$ cat config.mk
export PLATFORM = sky130hd
export DESIGN_NAME = clk_div_ctrl
export DESIGN_NICKNAME = d
export VERILOG_FILES = /design/src/rtl/clk_div_ctrl.sv
export SDC_FILE = /design/constraint.sdc
export NUM_CORES = 1
export LEC_CHECK = 0
export CAP_MARGIN = 20
export CORE_ASPECT_RATIO = 2
export CORE_MARGIN = 1
export CORE_UTILIZATION = 47
export DETAILED_ROUTE_END_ITERATION = 12
export PLACE_DENSITY = 0.68
export SKIP_CTS_REPAIR_TIMING = 1
export SKIP_LAST_GASP = 1
export SLEW_MARGIN = 25
export SYNTH_ARGS = -nofsm -noshare
export SYNTH_HDL_FRONTEND = slang
export SYNTH_SLANG_ARGS = --single-unit
$ cat constraint.sdc
create_clock -name clk -period 4.4 [get_ports clk]
set_input_delay 0.88 -clock clk [delete_from_list [all_inputs] [get_ports clk]]
set_output_delay 0.88 -clock clk [all_outputs]
set_load 0.05 [all_outputs]
$ cat src/rtl/clk_div_ctrl.sv
// Runtime-configurable clock divider with glitch-free start/stop and divisor changes.
// Define CLK_DIV_CTRL_EDGE_CNT_EN to add the edge_cnt_o tick counter.
module clk_div_ctrl #(
    parameter int          DIV_W        = 16,
    parameter int unsigned DEFAULT_HALF = 49
) (
    input  logic             clk,
    input  logic             rst_n,
    input  logic             en,
    input  logic             cfg_valid,
    output logic             cfg_ready,
    input  logic [DIV_W-1:0] cfg_half,
    output logic             gen_clk_o,
    output logic             tick_o,
    output logic             applied_o,
    output logic             running_o
`ifdef CLK_DIV_CTRL_EDGE_CNT_EN
    ,
    output logic [31:0]      edge_cnt_o
`endif
);

    typedef enum logic [1:0] {
        S_IDLE,
        S_RUN,
        S_PEND,
        S_STOP
    } state_e;

    state_e state_q, state_d;

    logic [DIV_W-1:0] count_q, count_d;
    logic [DIV_W-1:0] half_q, half_d;
    logic [DIV_W-1:0] shadow_q, shadow_d;
    logic             gen_q, gen_d;
    logic             tick_q, tick_d;
    logic             applied_q, applied_d;
    logic             accept, at_top, pe;

    assign accept = cfg_valid && cfg_ready;
    assign at_top = (count_q == half_q);
    // Full-period boundary: the last cycle of the low phase.
    assign pe     = at_top && !gen_q && (state_q != S_IDLE);

    always_ff @(posedge clk or negedge rst_n) begin
        if (!rst_n) begin
            state_q <= S_IDLE;
        end else begin
            state_q <= state_d;
        end
    end

    always_comb begin
        state_d = state_q;
        unique case (state_q)
            S_IDLE: if (en) state_d = S_RUN;
            S_RUN: begin
                if (accept)   state_d = S_PEND;
                else if (!en) state_d = S_STOP;
            end
            S_PEND: if (pe) state_d = en ? S_RUN : S_IDLE;
            S_STOP: begin
                if (en)      state_d = S_RUN;
                else if (pe) state_d = S_IDLE;
            end
            default: state_d = S_IDLE;
        endcase
    end

    always_comb begin
        running_o = (state_q != S_IDLE);
        cfg_ready = (state_q == S_IDLE) || (state_q == S_RUN);
    end

    always_comb begin
        count_d   = count_q;
        gen_d     = gen_q;
        half_d    = half_q;
        shadow_d  = shadow_q;
        applied_d = 1'b0;
        if (state_q == S_IDLE) begin
            count_d = '0;
            gen_d   = en;
            if (accept) begin
                half_d    = cfg_half;
                applied_d = 1'b1;
            end
        end else begin
            if (at_top) begin
                count_d = '0;
                gen_d   = !gen_q;
            end else begin
                count_d = count_q + DIV_W'(1);
            end
            if ((state_q == S_RUN) && accept) shadow_d = cfg_half;
            if ((state_q == S_PEND) && pe) begin
                half_d    = shadow_q;
                applied_d = 1'b1;
            end
            if (pe && (state_d == S_IDLE)) gen_d = 1'b0;
        end
        tick_d = gen_d && !gen_q;
    end

    always_ff @(posedge clk or negedge rst_n) begin
        if (!rst_n) begin
            count_q   <= '0;
            half_q    <= DIV_W'(DEFAULT_HALF);
            shadow_q  <= '0;
            gen_q     <= 1'b0;
            tick_q    <= 1'b0;
            applied_q <= 1'b0;
        end else begin
            count_q   <= count_d;
            half_q    <= half_d;
            shadow_q  <= shadow_d;
            gen_q     <= gen_d;
            tick_q    <= tick_d;
            applied_q <= applied_d;
        end
    end

    assign gen_clk_o = gen_q;
    assign tick_o    = tick_q;
    assign applied_o = applied_q;

`ifdef CLK_DIV_CTRL_EDGE_CNT_EN
    logic [31:0] edge_cnt_q;

    always_ff @(posedge clk or negedge rst_n) begin
        if (!rst_n) begin
            edge_cnt_q <= '0;
        end else if (tick_d) begin
            edge_cnt_q <= edge_cnt_q + 32'd1;
        end
    end

    assign edge_cnt_o = edge_cnt_q;
`else
`endif

endmodule
==> run summary <==
Clk pin slew, worst setup/hold paths = 0.10 ns
CTS Root Cell = clkbuf_8
Pre-Repair DR Iteration Count = 4
CP Class = reg -> out
top post-synthesis cells by count = 50 x dfrtp_1, 22 x xnor2_1, 19 x a21oi_1
Cell Chain, Critical Path = nor2_4 -> inv_1 -> clkdlybuf4s50_1
critical path endpoint category = output port
Initial Utilization = 49.3%
Tot Pwr = 1.86 mW
Main synth FF type = dfrtp_1
complex-gate fraction of the synthesized area = 6.11%
top-area cell type share of the netlist area = 48.9%
Rows = 37
CTS tree = done
post-DR wirelength/cell = 15.4 um
area leader, netlist = dfrtp_1
Simple-Gate Fraction of Synth Area = 14.6%
CTS max path bufs = 2
max_slew headroom = 46.5%
Setup TNS = 0 ns
syn_area_per_cell = 11.2 um^2
critical path data arrival time = 1.76 ns
vias in the first global route = 1,752
Area contributors post-synth = dfrtp_1 49%, xnor2_1 7.5%, mux2_2 7.0%
share of cells above drive strength 1 = 15.9%
crit-path max FO = 8
main combinational cell family by area after synthesis = simple AND/OR/NAND/NOR gates
Mapped Area = 2560 um^2
Buf/Inv on CP = 2
Power Density = 628 nW/um^2
hpwl dp = 3390 um
Req. time, crit path = 3.52 ns
Tcrit/Tclk final = 59.9%
CP delay by family, top = buffers and inverters
Syn Inst Count = 228
GPL Wtd Cong = 0.778
CTS Buf Count = 5
Synth Area in Adders = 0.978%
io pins = 25
DR vias/cell = 5.53
startpoint types = flop
DRT iter0 DRCs = 31
Hold Path Class = reg -> reg
Final min period = 2.64 ns
DR vias = 1,713
Worst VDD drop = 522 uV
RSZ-0062 raised after global routing = false
first-pass GRT wire length = 8380 um
Setup-failing EPs final = 0
H-tree levels = 2
Final Skew = 0.00917 ns
GRT Overall Usage = 20.1%
Max Slew Vio Count = 0
fillers = 460
Mapped Nets = 250
WL final = 4760 um
port bufs = 24
CP max stage delay = 0.80 ns
CORE AREA = 5180 um^2
grt total ovfl = 0
Post-synth EDFFs = 0
antenna violations before repair = 0
mux contribution to synthesized area = 13.7%
Worst-Skew Late Latency = 0.30 ns
Least-Margin Pin Slew = 0.800 ns
async set-reset flop share out of synthesis = 100%
DRT antenna net count = 0
# diodes = 0
largest net degree at the start of global routing = 34
Post-Synth XOR/XNOR Area = 9.58%
Die X = 54.2 um
status = completed
Netlist cell types = 36
top-count cell post-synth = dfrtp_1
post-synthesis sequential area ratio = 52.0%
CTS sink cnt = 53
Die Span Y = 106 um
fmax = 0.379 GHz
CP max stage cell = clkdlybuf4s50_1
Hold Vio Cnt, Final = 0
DRC violation count after routing = 0
Leak Pwr = 1.20 nW
#FFs+latches synth = 53
synth-to-layout area growth = 15.7%
Nets = 273
die area = 5760 um^2
Synthesis Warnings = 0
Max-Cap Viols = 0
-- registers in the layout, indices dropped and copies added (netlist names) --
name	cells
shadow_q	16
state_q	2
count_q	16
half_q	16
tick_o	1
applied_o	1
gen_clk_o	1
-- stage by stage --
stage          hold WS [ns]  cell area [um^2]  setup WS (ns)  utilization, %  cells
2_1_floorplan         0.479              2560           1.93               -    228
6_report              0.512              2960           1.76            57.1    310
3_5_place_dp          0.492              2850           1.77            54.9    302
4_1_cts               0.516              2960           1.72            57.1    310
3_3_place_gp          0.487              2850           1.79            54.9    302
5_1_grt               0.531              2960           1.68            57.1    310
-- final cells by class --
class                   count  area [um^2]  area share [%]
flip-flops and latches     53         1330            44.9
multi-input cells         157         1160            39.1
repair buffers             28          265            8.96
clock buffers               6         72.6            2.45
well taps                  58         72.6            2.45
clock inverters             2         38.8            1.31
inverters                   6         22.5           0.761
-- cell families (layout without fill, tap and decap cells) --
family | count (synthesis) | after routing
AOI/OAI and AO/OA | 28 | 28
xor gates and xnor gates | 28 | 28
adders and majority gates | 2 | 2
buffers and inverters | 18 | 42
DFF | 53 | 53
muxes | 33 | 33
and+or+nand+nor | 66 | 66
-- final timing paths --
path	cells past startpoint	end	slack, ns	start
min reg2reg	1	shadow_q[8]	0.51	shadow_q[8]
min in group asynchronous	1	count_q[14]	0.55	rst_n
min	1	shadow_q[8]	0.51	shadow_q[8]
max reg2reg	9	half_q[9]	2.14	count_q[9]
max in group asynchronous	2	half_q[0]	3.02	rst_n
max	3	running_o	1.76	state_q[0]
-- power by group --
part / total [mW] / switching [mW] / internal, mW
clock: 0.334 / 0.162 / 0.172
sequential: 0.820 / 0.136 / 0.684
combinational: 0.704 / 0.366 / 0.338
total: 1.86 / 0.664 / 1.19
-- cell usage in the layout, fill, tap and decap left out, types with 2 or more instances in the layout --
master / count
dfrtp_1: 50
nor2_1: 17
mux2i_1: 17
xor2_1: 6
o21ai_0: 5
inv_1: 6
buf_4: 4
nand2_1: 5
and3_1: 2
ha_1: 2
nand4_1: 6
a21oi_1: 19
mux2_2: 16
xnor2_1: 22
nor4_1: 2
clkdlybuf4s50_1: 23
nand3_1: 7
nor3_1: 14
dfstp_2: 3
clkbuf_8: 5
-- per-layer routing --
layer  share of wire, %  vias to the layer above  track usage [%]  wire, um
li1                   -                      845                -         -
met1                 42                      834             25.4      2020
met2                 53                       23             32.1      2530
met3                1.4                       11             2.15        65
met4                3.1                        0             10.4       146
met5                  0                        -                0         0
(Power assumes the default switching activity.)
